## src/rtl/gameover_pkg.sv

```systemverilog
// Shared definitions for the game-over banner: animation states and banner geometry.
// IMG_W/IMG_H are also used by the banner renderer to size its ROM.
package gameover_pkg;

    typedef enum logic [1:0] {GO_IDLE, GO_SLIDE, GO_HOLD} go_state_t;

    localparam int IMG_W        = 240;
    localparam int IMG_H        = 68;
    localparam int WIN_X        = 200;
    localparam int TARGET_Y     = 206;
    localparam int SLIDE_STEP   = 4;
    localparam int BLINK_FRAMES = 30;
    localparam int SCREEN_H     = 480;
    localparam int ALIGN_DLY    = 2;

endpackage

```

## src/rtl/gameover_delay_line.sv

```systemverilog
// DEPTH-stage shift register of WIDTH-bit words with asynchronous active-high reset.
// Used to align the overlay flag with the renderer's registered colour output.
module gameover_delay_line #(
    parameter int DEPTH = 2,
    parameter int WIDTH = 1
) (
    input  logic             clk,
    input  logic             rst,
    input  logic [WIDTH-1:0] din,
    output logic [WIDTH-1:0] dout
);

    logic [WIDTH-1:0] stage_q [DEPTH];
    logic [WIDTH-1:0] stage_d [DEPTH];

    always_comb begin
        stage_d[0] = din;
        for (int i = 1; i < DEPTH; i++) begin
            stage_d[i] = stage_q[i-1];
        end
    end

    always_ff @(posedge clk or posedge rst) begin
        if (rst) begin
            for (int i = 0; i < DEPTH; i++) begin
                stage_q[i] <= '0;
            end
        end else begin
            stage_q <= stage_d;
        end
    end

    assign dout = stage_q[DEPTH-1];

endmodule

```

## src/rtl/gameover_overlay_ctrl.sv

```systemverilog
// Game-over banner driver: per-frame slide-in/blink animation, banner-relative ROM
// coordinates and an overlay flag aligned with the renderer's colour output.
module gameover_overlay_ctrl
    import gameover_pkg::*;
(
    input  logic       vga_clk,
    input  logic       reset,
    input  logic [9:0] DrawX,
    input  logic [9:0] DrawY,
    input  logic       game_over,
    input  logic       restart,
    output logic [9:0] RelativeXG,
    output logic [9:0] RelativeYG,
    output logic       overlay_active,
    output logic       anim_done
);

    localparam int BW = $clog2(BLINK_FRAMES);

    go_state_t     state_q, state_d;
    logic [9:0]    banner_top_q, banner_top_d;
    logic [BW-1:0] blink_cnt_q, blink_cnt_d;
    logic          visible_q, visible_d;
    logic          anim_done_q, anim_done_d;
    logic [9:0]    rel_x_q, rel_x_d;
    logic [9:0]    rel_y_q, rel_y_d;
    logic          active_s1_q, active_s1_d;

    logic          frame_tick;
    logic          in_win;
    logic [10:0]   x_ext, y_ext, top_ext, top_step;

    // Animation only moves at the first vblank pixel so a frame never shows two banner positions.
    assign frame_tick = (DrawX == 10'd0) && (DrawY == 10'(SCREEN_H));

    assign x_ext    = {1'b0, DrawX};
    assign y_ext    = {1'b0, DrawY};
    assign top_ext  = {1'b0, banner_top_q};
    assign top_step = top_ext + 11'(SLIDE_STEP);

    always_comb begin
        state_d      = state_q;
        banner_top_d = banner_top_q;
        blink_cnt_d  = blink_cnt_q;
        visible_d    = visible_q;
        if (restart) begin
            state_d      = GO_IDLE;
            banner_top_d = '0;
            blink_cnt_d  = '0;
            visible_d    = 1'b0;
        end else if (frame_tick) begin
            case (state_q)
                GO_IDLE: begin
                    visible_d = 1'b0;
                    if (game_over) begin
                        state_d      = GO_SLIDE;
                        banner_top_d = '0;
                        visible_d    = 1'b1;
                    end
                end
                GO_SLIDE, GO_HOLD: begin
                    if (!game_over) begin
                        state_d      = GO_IDLE;
                        banner_top_d = '0;
                        blink_cnt_d  = '0;
                        visible_d    = 1'b0;
                    end else if (state_q == GO_SLIDE) begin
                        if (top_step >= 11'(TARGET_Y)) begin
                            banner_top_d = 10'(TARGET_Y);
                            state_d      = GO_HOLD;
                            blink_cnt_d  = '0;
                        end else begin
                            banner_top_d = top_step[9:0];
                        end
                    end else if (blink_cnt_q == BW'(BLINK_FRAMES - 1)) begin
                        blink_cnt_d = '0;
                        visible_d   = ~visible_q;
                    end else begin
                        blink_cnt_d = blink_cnt_q + 1'b1;
                    end
                end
                default: state_d = GO_IDLE;
            endcase
        end
        anim_done_d = (state_d == GO_HOLD);
    end

    // Outside the window the relative coords are forced to 0 so the ROM address stays in range.
    always_comb begin
        in_win = (x_ext >= 11'(WIN_X)) && (x_ext <= 11'(WIN_X + IMG_W - 1)) &&
                 (y_ext >= top_ext) && (y_ext <= top_ext + 11'(IMG_H - 1));
        rel_x_d     = in_win ? (DrawX - 10'(WIN_X)) : '0;
        rel_y_d     = in_win ? (DrawY - banner_top_q) : '0;
        active_s1_d = in_win && visible_q && (state_q != GO_IDLE);
    end

    always_ff @(posedge vga_clk or posedge reset) begin
        if (reset) begin
            state_q      <= GO_IDLE;
            banner_top_q <= '0;
            blink_cnt_q  <= '0;
            visible_q    <= 1'b0;
            anim_done_q  <= 1'b0;
            rel_x_q      <= '0;
            rel_y_q      <= '0;
            active_s1_q  <= 1'b0;
        end else begin
            state_q      <= state_d;
            banner_top_q <= banner_top_d;
            blink_cnt_q  <= blink_cnt_d;
            visible_q    <= visible_d;
            anim_done_q  <= anim_done_d;
            rel_x_q      <= rel_x_d;
            rel_y_q      <= rel_y_d;
            active_s1_q  <= active_s1_d;
        end
    end

    gameover_delay_line #(
        .DEPTH (ALIGN_DLY),
        .WIDTH (1)
    ) u_align (
        .clk  (vga_clk),
        .rst  (reset),
        .din  (active_s1_q),
        .dout (overlay_active)
    );

    assign RelativeXG = rel_x_q;
    assign RelativeYG = rel_y_q;
    assign anim_done  = anim_done_q;

endmodule

```

## config.mk

```make
export PLATFORM = sky130hd
export DESIGN_NAME = gameover_overlay_ctrl
export DESIGN_NICKNAME = d
export VERILOG_FILES = /design/src/rtl/gameover_pkg.sv /design/src/rtl/gameover_delay_line.sv /design/src/rtl/gameover_overlay_ctrl.sv
export SDC_FILE = /design/constraint.sdc
export NUM_CORES = 1
export LEC_CHECK = 0
export ABC_AREA = 1
export CAP_MARGIN = 20
export CORE_MARGIN = 8
export CORE_UTILIZATION = 55
export DETAILED_ROUTE_END_ITERATION = 12
export PLACE_DENSITY = 0.77
export SYNTH_ARGS = -nofsm -noshare
export SYNTH_HDL_FRONTEND = slang
export SYNTH_HIERARCHICAL = 1
export SYNTH_SLANG_ARGS = --single-unit
```

## constraint.sdc

```tcl
create_clock -name vga_clk -period 7.6 [get_ports vga_clk]
set_clock_uncertainty 0.2 [all_clocks]
set_input_delay 1.14 -clock vga_clk [delete_from_list [all_inputs] [get_ports vga_clk]]
set_output_delay 1.14 -clock vga_clk [all_outputs]
set_load 0.02 [all_outputs]
```

# After elaboration in Yosys (flattened, before gate mapping)
# Index checks and enable logic that the tools add are counted.
[op_classes] muxes=30 bitwise_logic=1 n_eq_ne=10 order_cmp=5 n_reduce_logical=16 addsub=5
[op_table] operator="10-bit two-way mux" n=8
[op_table] operator="5-bit two-way mux" n=7
[op_table] operator="10-bit one-hot mux with 2 select lines" n=1
[op_table] operator="2-bit two-way mux" n=6
[op_table] operator="4-bit inequality test (second input constant)" n=3
[op_table] operator="10-bit by 3-bit adder with 11-bit output (second input constant)" n=1
[op_table] operator="10-bit by 7-bit adder with 11-bit output (second input constant)" n=1
[op_table] operator="11-bit by 8-bit greater-or-equal comparator with 1-bit output (second input constant)" n=1
[op_table] operator="10-bit by 11-bit <= comparator with 1-bit output" n=1
[op_table] operator="10-bit by 9-bit equality test with 1-bit output (second input constant)" n=1
[op_table] operator="10-bit greater-or-equal comparator" n=1
[op_table] operator="10-bit by 8-bit greater-or-equal comparator with 1-bit output (second input constant)" n=1
[op_table] operator="10-bit by 9-bit <= comparator with 1-bit output (second input constant)" n=1
[op_table] operator="10-bit logical NOT" n=1
[op_table] operator="10-bit subtractor" n=1
[op_table] operator="10-bit by 8-bit subtractor with 10-bit output (second input constant)" n=1
[op_table] operator="4-bit AND reduction" n=2
[op_table] operator="1-bit logical AND" n=6
[op_table] operator="1-bit two-way mux" n=6
[op_table] operator="2-bit nonzero test" n=3
[op_table] operator="5-bit by 1-bit adder with 5-bit output (second input constant)" n=1
[op_table] operator="5-bit equality test (second input constant)" n=1
[op_table] operator="2-bit equality test (second input constant)" n=2
[op_table] operator="4-bit by 3-bit inequality test with 1-bit output (second input constant)" n=1
[op_table] operator="9 further kinds" n=9
[word_totals] ff_bits=42 wordCells=77 input_bits=24 out_inout_bits=22

# Logic depth before layout (Yosys ltp)
[logic_depth] ltp_word=9 ltp_mapped=16 mapped_depth_nobuf=15

# Hierarchy
# Netlist, hierarchy kept.
[by_module_without_submodules] module="gameover_overlay_ctrl" cells_per_inst=378 area_each_um2=2889.0 instances=1 seq_area_each_um2=975.9
[by_module_without_submodules] module="gameover_delay_line" cells_per_inst=3 area_each_um2=53.8 instances=1 seq_area_each_um2=50.0

# Worst setup path after synthesis
# OpenSTA, ideal clock, no wires.
[synth_path] path_type="reg2reg" start="register banner_top_q[1]" end="register rel_x_q[6] (netlist: RelativeXG[6])" required_time_ps=7331 n_path_buf=1 synth_period_minus_slack_ps=2650 path_stages_with_launch=15 setup_time_ps=69 setup_slack_ps=4950 arrival_time_ps=2381 cell_sequence="dfrtp_1 -> ha_1 -> nand3_1 -> o21ai_0 -> nand3_1 -> xor2_1 -> ha_1 -> nand2_1 -> inv_1 -> a221oi_1 -> nand2_1 -> o211ai_2 -> nand2_4 -> buf_6 -> nor2_2"
[synth_between] elab_chain_cells=4 word_cells_on_any_way=6 classes_between="add/sub (1); order compare (2); mux (1); reduce/logical (2)"
[synth_rtl] item="start, declared" line="gameover_overlay_ctrl.sv:21" source="logic [9:0] banner_top_q, banner_top_d;"
[synth_rtl] item="start signal, assigned" line="gameover_overlay_ctrl.sv:109" source="banner_top_q <= banner_top_d;"
[synth_rtl] item="10-bit by 7-bit adder with 11-bit output or 10-bit greater-or-equal comparator (tied branches)" line="gameover_overlay_ctrl.sv:91" source="(y_ext >= top_ext) && (y_ext <= top_ext + 11'(IMG_H - 1));"
[synth_rtl] item="10-bit by 11-bit <= comparator with 1-bit output or 1-bit logical AND (tied branches)" line="gameover_overlay_ctrl.sv:91, gameover_overlay_ctrl.sv:90"
[synth_rtl] item="1-bit logical AND (*)" line="gameover_overlay_ctrl.sv:91"
[synth_rtl] item="10-bit two-way mux (*)" line="gameover_overlay_ctrl.sv:92" source="rel_x_d = in_win ? (DrawX - 10'(WIN_X)) : '0;"
[synth_rtl] item="named net rel_x_d[6]" line="gameover_overlay_ctrl.sv:25" source="logic [9:0] rel_x_q, rel_x_d;"
[synth_rtl] item="end signal, assigned" line="gameover_overlay_ctrl.sv:113" source="rel_x_q <= rel_x_d;"
[synth_rtl] item="end, declared" line="gameover_overlay_ctrl.sv:25"
# The timed path passes the listed nets; every way through them passes the cells marked *.
# A chain may end at the register's enable or synchronous reset.

# Worst setup path in the final report
[layout_path] start="input DrawY[3]" end="register rel_x_q[5] (netlist: RelativeXG[5])"
[layout_between] elab_chain_cells=4 word_cells_on_any_way=5 classes_between="order compare (2); mux (1); reduce/logical (2)"
[layout_rtl] item="start, declared" line="gameover_overlay_ctrl.sv:9" source="input logic [9:0] DrawY,"
[layout_rtl] item="10-bit greater-or-equal comparator" line="gameover_overlay_ctrl.sv:91"
[layout_rtl] item="1-bit logical AND" line="gameover_overlay_ctrl.sv:90" source="in_win = (x_ext >= 11'(WIN_X)) && (x_ext <= 11'(WIN_X + IMG_W - 1)) &&"
[layout_rtl] item="1-bit logical AND (*)" line="gameover_overlay_ctrl.sv:91"
[layout_rtl] item="10-bit two-way mux (*)" line="gameover_overlay_ctrl.sv:92"
[layout_rtl] item="named net rel_x_d[5]" line="gameover_overlay_ctrl.sv:25"
# Marks and branches as above.

==> metrics.md <==
| Metric | Value |
|---|---|
| Fraction of layout instances using a drive strength above 1 | `7.621%` |
| Final Wtd Congestion | `0.9367` |
| Final non-filler cell total | `503` |
| Syn Inst Count | `381` |
| DR iter-0 viols | `106` |
| Vias per inst | `5.137` |
| Pleak | `1.761 nW` |
| Chip Height | `89.15 um` |
| Area delta synth->final | `21.81%` |
| Synth warn | `6` |
| Initial antenna violation count | `0` |
| Worst vdd ir | `0.09649 mV` |
| Worst min path class | `reg -> reg` |
| Final nets | `488` |
| CTS max path bufs | `2` |
| CTS tree | `built` |
| Mean Syn Cell Area | `7.724 um^2` |
| #FFs+latches synth | `41` |
| Power Dens Cells | `133.9 nW/um^2` |
| Maxcap violations | `0` |
| Die width | `89.15 um` |
| DRT antenna net count | `0` |
| Reg2reg path depth | `13` |
| First-pass GRT wire length | `11010 um` |
| Final Hold Vio Count | `0` |
| RSZ-0062 raised after global routing | `false` |
| DRC errors left | `0` |
| Post-synth cell types | `38` |
| Share of the synthesized area in the top cell type | `34.86%` |
| Leading post-synthesis cells by cell area | `dfrtp_1 35%, ha_1 13%, nand2_1 11%` |
| PortBufs | `45` |
| CTS HTree Levels | `2` |
| Worst Hold Depth | `0` |
| Multi-input logic area | `1692 um^2` |
| Detailed placement HPWL | `5426 um` |
| Clk root buf | `clkbuf_8` |
| Final period util | `40.06%` |
| Core Area | `5140 um^2` |
| Setup crit start kind | `input pin` |
| Initial core utilization | `57.25%` |
| Vias | `2584` |
| Boundary pin count | `46` |
| CTS Buf Count | `5` |
| Post-synthesis sequential area ratio | `34.86%` |
| Mapped Area | `2943 um^2` |
| Finish-stage setup viols | `0` |
| Placed instance count | `495` |
| Number of fill cells | `451` |
| Status | `finished, final reports clean` |
| Reg area | `1026 um^2` |
| Postcts setup bufs | `0` |
| Clk_lat worst skew | `300 ps` |
| Kind of critical path | `in -> reg` |
| Critical Path Fanout Max | `18` |
| Detailed-route wire length | `6643 um` |
| CP Capture Type | `flip-flop` |
| Post-CTS resize count | `0` |
| Hold Buf Count CTS | `0` |
| Dominant cell type by area after synthesis | `dfrtp_1` |
| Diodes inserted | `0` |
| Fin Setup TNS | `0 ps` |
| WP data required | `7620 ps` |
| DRT Pass-1 Iters | `4` |
| Rows | `26` |
| Largest net degree at the start of global routing | `39` |
| GRT Total Usage | `17.65%` |
| Worst EP arrival | `3060 ps` |
| TritonCTS Sinks | `41` |
| Min Tclk post-route | `3045 ps` |
| Average wire per standard cell | `13.21 um` |
| Die ar. | `7947 um^2` |
| Final Max Slew Viols | `0` |
| Worst-path clk slew | `80 ps` |
| Vias in the first global route | `2464` |
| Net Count, Synth | `437` |
| Fmax | `328.4 MHz` |
| Gr ovfl total | `0` |
[stage by stage]
step,utilization [%],area (um^2),hold WS (ps),worst slack [ps],power (mW)
CTS,69.74,3585,169.4,4590,0.4834
detailed placement,67.50,3470,135.7,4296,0.3048
global route,69.74,3585,172.9,4361,0.5026
global placement,67.50,3470,136.3,4373,0.3031
finish,69.74,3585,167.3,4555,0.4800
floorplan,-,2943,131.2,4950,0.2741
[layer usage]
layer | wire (um) | vias up | share of wire [%] | track usage [%]
li1 | - | 1327 | - | -
met1 | 2913 | 1183 | 44 | 21.21
met2 | 3176 | 65 | 48 | 30.64
met3 | 437 | 9 | 6.6 | 3.493
met4 | 115 | 0 | 1.7 | 5.891
met5 | 0 | - | 0 | 0
[worst max-delay path: stages]
cell and delay (ps):
clkdlybuf4s50_1 470, ha_1 370, inv_1 90, o21bai_1 170
nand3_1 90, nand2_1 80, nand2_1 50, nand4_1 60
nand2_1 50, inv_1 100, nand2_4 180, a21oi_1 190
[area by class of cell]
class                           count  share of cell area [%]
Inverter                           55                   5.759
Clock inverter                      3                   1.291
Timing Repair Buffer               46                   12.77
Clock buffer                        5                   1.920
Multi-Input combinational cell    283                   47.19
Sequential cell                    41                   28.62
Tap cell                           70                   2.443
[state kept, by name, indices dropped and copies added, names as in the netlist, 2 cells and up]
name	count
blink_cnt_q	5
RelativeYG	10
RelativeXG	10
state_q	2
banner_top_q	9
[synth_stat cells, drive strengths merged]
| cell | count |
|---|---|
| fa | 1 |
| xor2 | 14 |
| o22ai | 4 |
| a31oi | 1 |
| conb | 2 |
| o21ai | 17 |
| a21o | 1 |
| dfrtp | 41 |
| clkinv | 2 |
| nor3 | 8 |
| o31ai | 1 |
| nand2 | 89 |
| o211ai | 1 |
| o2bb2ai | 1 |
| nor2 | 51 |
| nand4 | 9 |
| nor4 | 1 |
| inv | 53 |
| a21oi | 12 |
| o21bai | 3 |
| buf | 2 |
| a31o | 1 |
| a221oi | 1 |
| xnor2 | 4 |
| nand3b | 1 |
| nand3 | 27 |
| ha | 31 |
| a22oi | 1 |
| or2 | 1 |
[logic make-up after synthesis]
group	count (synthesis)	synth area share (%)
compound gates	44	9.227
xor+xnor	18	5.357
buf+inv	57	7.653
flops	41	34.86
other cells	2	0.2552
simple gates	187	28.78
fa+ha+maj	32	13.86
[power breakdown]
group	internal, mW	total, mW	switching (mW)
logic	0.0328	0.0767	0.0439
registers	0.222	0.224	0.00211
clock network	0.0983	0.180	0.0813
total	0.353	0.480	0.127
[cell usage in the layout, fill, tap and decap left out, types with 2 or more instances in the layout]
| cell | synthesis | layout |
|---|---|---|
| a21oi_1 | 11 | 11 |
| clkbuf_8 | 0 | 5 |
| clkdlybuf4s50_1 | 0 | 45 |
| clkinv_1 | 2 | 2 |
| conb_1 | 2 | 2 |
| dfrtp_1 | 41 | 41 |
| ha_1 | 31 | 31 |
| inv_1 | 52 | 52 |
| nand2_1 | 83 | 83 |
| nand2_2 | 4 | 4 |
| nand2_4 | 2 | 2 |
| nand3_1 | 25 | 25 |
| nand3_2 | 2 | 2 |
| nand4_1 | 9 | 9 |
| nor2_1 | 41 | 41 |
| nor2_2 | 9 | 9 |
| nor3_1 | 7 | 7 |
| o21ai_0 | 17 | 17 |
| o21bai_1 | 3 | 3 |
| o22ai_1 | 4 | 4 |
| xnor2_1 | 4 | 4 |
| xor2_1 | 14 | 14 |
[final timing paths]
| path | startpoint | to | slack [ps] |
|---|---|---|---|
| min in group asynchronous | reset | RelativeXG[8] | 810 |
| worst min-delay path | u_align/stage_d[0] | u_align/dout | 170 |
| worst max register to register | banner_top_q[1] | RelativeXG[5] | 4590 |
| worst max-delay path | DrawY[3] | RelativeXG[5] | 4560 |
| max in group asynchronous | reset | RelativeYG[1] | 5760 |
| worst min register to register | u_align/stage_d[0] | u_align/dout | 170 |
Power figures use the tool's default switching activity.
